==> src/rtl/load_memory.sv <==
// load_memory: single-port word memory for the load stations; one read per transaction, memReady after LATENCY cycles.
// Build option MEM_WRITE_EN adds the storeMem write port; without it the array is a zero-initialised ROM.
module load_memory #(
   parameter int ADDR_BITS = 8,
   parameter int LATENCY   = 3
) (
   input  logic        clk,
   input  logic        reset,
   input  logic        loadMem,
   input  logic [15:0] memAddr,
   output logic        memReady,
   output logic [15:0] memOut,
   output logic        busy
`ifdef MEM_WRITE_EN
   ,
   input  logic        storeMem,
   input  logic [15:0] storeAddr,
   input  logic [15:0] storeData
`endif
);

   // state | meaning
   // IDLE  | waiting for loadMem; word is sampled on acceptance
   // BUSY  | counting down the remaining latency
   // DONE  | memReady pulse, held word on memOut
   localparam int DEPTH = 2**ADDR_BITS;

   typedef enum logic [1:0] {ST_IDLE, ST_BUSY, ST_DONE} state_t;

   state_t               state_q, state_d;
   logic [7:0]           cnt_q, cnt_d;
   logic [15:0]          data_q, data_d;
   logic [15:0]          out_q, out_d;
   logic [15:0]          mem_q [DEPTH];
   logic [ADDR_BITS-1:0] rd_idx;

   assign rd_idx = memAddr[ADDR_BITS-1:0];

   // Upper address bits only select the wrap-around alias and are dropped.
   generate
      if (ADDR_BITS < 16) begin : g_unused_hi
         logic unused_addr_hi;
`ifdef MEM_WRITE_EN
         assign unused_addr_hi = ^{memAddr[15:ADDR_BITS], storeAddr[15:ADDR_BITS]};
`else
         assign unused_addr_hi = ^memAddr[15:ADDR_BITS];
`endif
      end
   endgenerate

   initial begin
`ifdef MEM_WRITE_EN
      for (int i = 0; i < DEPTH; i++) mem_q[i] <= '0;
`else
      for (int i = 0; i < DEPTH; i++) mem_q[i] = '0;
`endif
   end

`ifdef MEM_WRITE_EN
   // Writes are never blocked by the read FSM; the read side samples the old word.
   always_ff @(posedge clk) begin
      if (storeMem) mem_q[storeAddr[ADDR_BITS-1:0]] <= storeData;
   end
`endif

   always_comb begin
      state_d  = state_q;
      cnt_d    = cnt_q;
      data_d   = data_q;
      out_d    = out_q;
      memReady = 1'b0;
      busy     = 1'b0;
      memOut   = out_q;
      case (state_q)
         ST_IDLE: begin
            if (loadMem) begin
               data_d  = mem_q[rd_idx];
               cnt_d   = 8'(LATENCY - 1);
               state_d = (LATENCY == 1) ? ST_DONE : ST_BUSY;
            end
         end
         ST_BUSY: begin
            busy  = 1'b1;
            cnt_d = cnt_q - 8'd1;
            if (cnt_q == 8'd1) state_d = ST_DONE;
         end
         ST_DONE: begin
            busy     = 1'b1;
            memReady = 1'b1;
            memOut   = data_q;
            out_d    = data_q;
            state_d  = ST_IDLE;
         end
         default: state_d = ST_IDLE;
      endcase
   end

   always_ff @(posedge clk) begin
      if (reset) begin
         state_q <= ST_IDLE;
         cnt_q   <= '0;
         data_q  <= '0;
         out_q   <= '0;
      end else begin
         state_q <= state_d;
         cnt_q   <= cnt_d;
         data_q  <= data_d;
         out_q   <= out_d;
      end
   end

endmodule

==> config.mk <==
export PLATFORM = sky130hd
export DESIGN_NAME = load_memory
export DESIGN_NICKNAME = d
export VERILOG_FILES = /design/src/rtl/load_memory.sv
export SDC_FILE = /design/constraint.sdc
export NUM_CORES = 1
export LEC_CHECK = 0
export ABC_CLOCK_PERIOD_IN_PS = 1400
export CAP_MARGIN = 40
export CORE_ASPECT_RATIO = 1.4
export CORE_UTILIZATION = 40
export DETAILED_ROUTE_END_ITERATION = 10
export GPL_TIMING_DRIVEN = 0
export PLACE_DENSITY = 0.73
export SYNTH_ARGS = -nofsm -noshare
export SYNTH_HDL_FRONTEND = slang
export SYNTH_SLANG_ARGS = --single-unit
==> constraint.sdc <==
create_clock -name clk -period 1.4 [get_ports clk]
set_input_delay 0.28 -clock clk [delete_from_list [all_inputs] [get_ports clk]]
set_output_delay 0.28 -clock clk [all_outputs]
set_load 0.05 [all_outputs]
==> results.md <==
Status:
- The run finished, with violations left.
- The checks that failed: negative setup slack.

Place:
- Port buffering added 20 buffers.
- Routability-driven placement finished with a final weighted congestion of about 0.84.
- After legalization and detailed placement, the total HPWL measured around 1600 um.
- The post-placement cell area is around 1500 um^2.

STA:
- The slack of the critical path is -0.299 ns.
- The worst-case headroom to the max-slew limit is 71.7%.
- Subtracting the final worst setup slack from the clock period gives 1.70 ns.
- The post-route clock period utilization is 121%.
- The fmax is between 0.5 and 0.6 GHz.
- The total count of hold-check failures in the final report came to 0.
- The clock skew is ~0.0060 ns.
- The worst-margin pin slew is between 0.4 and 0.5 ns.
- Setup violations remaining at the end of the flow were counted as 25.
- The sum of negative setup slack is -5.64 ns.
- The number of max-slew violations in the final report was 0.
- Setup repair after global routing could not meet its margin everywhere.

Floorplan:
- The boundary pin count is 37.
- The floorplan step defined a core boundary enclosing ~2600 um^2.
- The width of the chip is approximately 46 um.
- Once the floorplan was initialized, standard cells occupied ~42% of the core.
- In this run the vertical extent of the chip is about 64 um.
- The floorplan die area is 2980 um^2.
- The floorplan has 22 rows.

Detailed routing:
- The violation count after the first detailed-routing iteration is 17.
- The routed layout has 880 vias.
- In the final routed layout, each cell accounts on average for roughly 14 um.
- In the routed design, unresolved DRC markers number 0.
- Before antenna repair, the detailed router went through 4 iterations.
- Using the TritonRoute via totals, the vias-per-cell ratio works out to about 4.8.
- The post-detailed-routing wire length is 2520 um.
- In this run the remaining antenna-violating nets after routing total 0.

Cells and area:
- The layout overhead on the synthesized area is 61.7%.
- The total area of sequential cells is ~530 um^2.
- The number of nets in the final layout is around 180.
- The ratio of cells with drive above 1 in the final layout is about 46%.
- The area of the multi-input gates is a little under 800 um^2.
- The post-route standard cell area excluding fillers is about 1800 um^2.
- The number of antenna cells inserted is 0.
- The fraction of the core area covered by cells at the end of the flow is ~68%.
- The final-layout fill cell count is ~200.

Worst setup path:
- The category of the worst setup path launch point is a register.
- The arrival time at the worst endpoint is 1.42 ns.
- The peak per-stage delay on the critical path is around 0.38 ns.
- The endpoint kind of the worst setup timing path is a primary output.
- The data required time of the critical path is approximately 1.1 ns.
- In this run the worst path has a maximum fanout of 6.
- The library cell contributing the largest single delay on the critical path is dfxtp_2.
- The family with the most delay on the worst path is buffers and inverters.
- The setup path with the least slack is of type reg2out.
- Walking the worst path, the cells encountered are inv_4 -> ha_4 -> clkbuf_8 -> nor2b_4 -> buf_8.
- Together, buffers and inverters on the worst path number 3.

Synth:
- The net count of the mapped netlist is 140.
- The synthesized area divided by synthesized cell count is ~9.7 um^2.
- The largest area contributor in the netlist is dfxtp_1.
- The netlist uses 25 different library cells.
- The most numerous cell in the Yosys netlist is nor2b_1.
- The part of the Yosys area used for sequential elements is a little under half.
- Summed over its instances, the top area cell type makes up 47.2% of the synthesized netlist area.
- The post-synthesis cell count is ~110.
- Counting flops with a built-in enable in the synthesized netlist gives 0.
- The fraction of synthesis flops using an asynchronous set or reset pin is 0%.
- The dominant register cell in the synthesized netlist is dfxtp_1.
- Ranked by total cell area, the synthesized netlist is headed by dfxtp_1, nor2b_1, ha_1.
- The post-synthesis instance area is 1100 um^2.
- By count the netlist is led by nor2b_1, dfxtp_1, nor2_1, ha_1, inv_1.
- The post-synthesis sequential element count is 26.
- Yosys printed 0 warnings.

Global routing:
- The number of global-route vias before repair is around 900.
- The global route total overflow is 0.
- The initial antenna violation count is 0.
- The first global-routing pass estimated between 3000 and 4000 um of wire.
- The global router's overall resource usage is a little under a fifth.
- The pin count of the biggest net entering global routing is 16.

Clocking:
- In this run the number of H-tree levels came out at 1.
- The buffer type at the clock tree root is clkbuf_4.
- The maximum root-to-sink buffer count is 2.
- Clock tree synthesis found a total of 26 sinks.
- The CTS buffer count is 3.
- The clock input transition at the sequential cells of the worst setup and hold paths is 0.14 ns.
- TritonCTS built the clock tree.
- For the worst-skew pair, the clock arrives at the later sink with an insertion delay of about 0.33 ns.

Pwr:
- Summed over all cells, the static leakage comes to about 0.71 nW.
- The maximum vdd ir drop is around 1.4 mV.
- The cell area power density is roughly 1700 nW/um^2.

Flow run:
- The tool flagged a number of max-cap violations equal to 0.

Min path:
- The worst hold-check path type is reg2reg.
-- cells by family (layout without fill, tap and decap cells) --
logic type,after synthesis,in the layout,share of synthesized area [%]
xor gates and xnor gates,5,5,3.97
and+or+nand+nor,57,57,29.1
AOI/OAI and AO/OA,7,7,5.21
buffers and inverters,8,42,2.83
adders and majority gates,7,7,7.94
muxes,4,4,3.74
DFF,26,26,47.2
-- repair_timing --
item / in CTS / in global routing
pin swaps: 2 / 2
setup buffers: 7 / 3
resized for setup: 142 / 16
gates cloned: 1 / 0
endpoints found under the setup margin: 25 / 28
hold buffers: 0 / 0
-- where the power goes --
part	internal (mW)	switching [mW]
clock	0.290	0.231
sequential	0.874	0.140
combinational	0.741	0.806
total	1.90	1.18
-- placed cells by master (no fill, tap or decap), types with 3 or more instances in the layout --
master / Yosys / routed
dfxtp_1: 26 / 22
nor2b_4: 0 / 17
nor2b_1: 33 / 16
nor2_1: 11 / 11
buf_6: 0 / 11
buf_4: 0 / 10
buf_8: 0 / 7
nand2_1: 3 / 3
xor2_1: 3 / 3
ha_1: 7 / 3
ha_4: 0 / 3
clkbuf_4: 0 / 3
-- metal layers --
layer	vias to the layer above	part of all wire, %	global-route usage [%]
li1	433	-	-
met1	428	37	18.2
met2	15	58	33.2
met3	4	3.5	4.24
met4	0	1.6	8.46
met5	-	0	0
-- worst min-delay path, stage by stage, from the launching register on --
cell	delay [ns]
dfxtp_4	0.39
nand2_1	0.07
a21oi_1	0.05
-- metrics by stage --
stage | total power, mW | hold slack, ns | worst slack, ns | std cells
2_1_floorplan | 1.96 | 0.352 | -0.0960 | 114
3_3_place_gp | 2.12 | 0.481 | -0.617 | 170
3_5_place_dp | 2.18 | 0.488 | -0.641 | 170
4_1_cts | 2.89 | 0.502 | -0.287 | 181
5_1_grt | 3.26 | 0.565 | -0.358 | 184
6_report | 3.08 | 0.533 | -0.299 | 184
-- sequential cells by signal, summed over array words and instances (netlist names) --
register / count
out_q: 16
cnt_q: 8
state_q: 2
-- path summary, 6_finish.rpt --
kind / start / to / depth (start not counted) / slack [ns]
min: cnt_q[0] / cnt_q[0] / 2 / 0.53
min reg2reg: cnt_q[0] / cnt_q[0] / 2 / 0.53
max reg2reg: cnt_q[1] / state_q[0] / 6 / -0.21
max: state_q[0] / memOut[9] / 5 / -0.30
-- layout make-up --
cell class	instances	share of cell area, %
clock buffer	3	1.26
timing repair buffer	31	18.9
tap	36	2.52
multi-input combinational	80	43.1
inverter	4	0.982
buffer	3	1.82
sequential	26	29.7
clock inverter	1	1.68
Note: power is estimated with default switching activity, not from simulation.
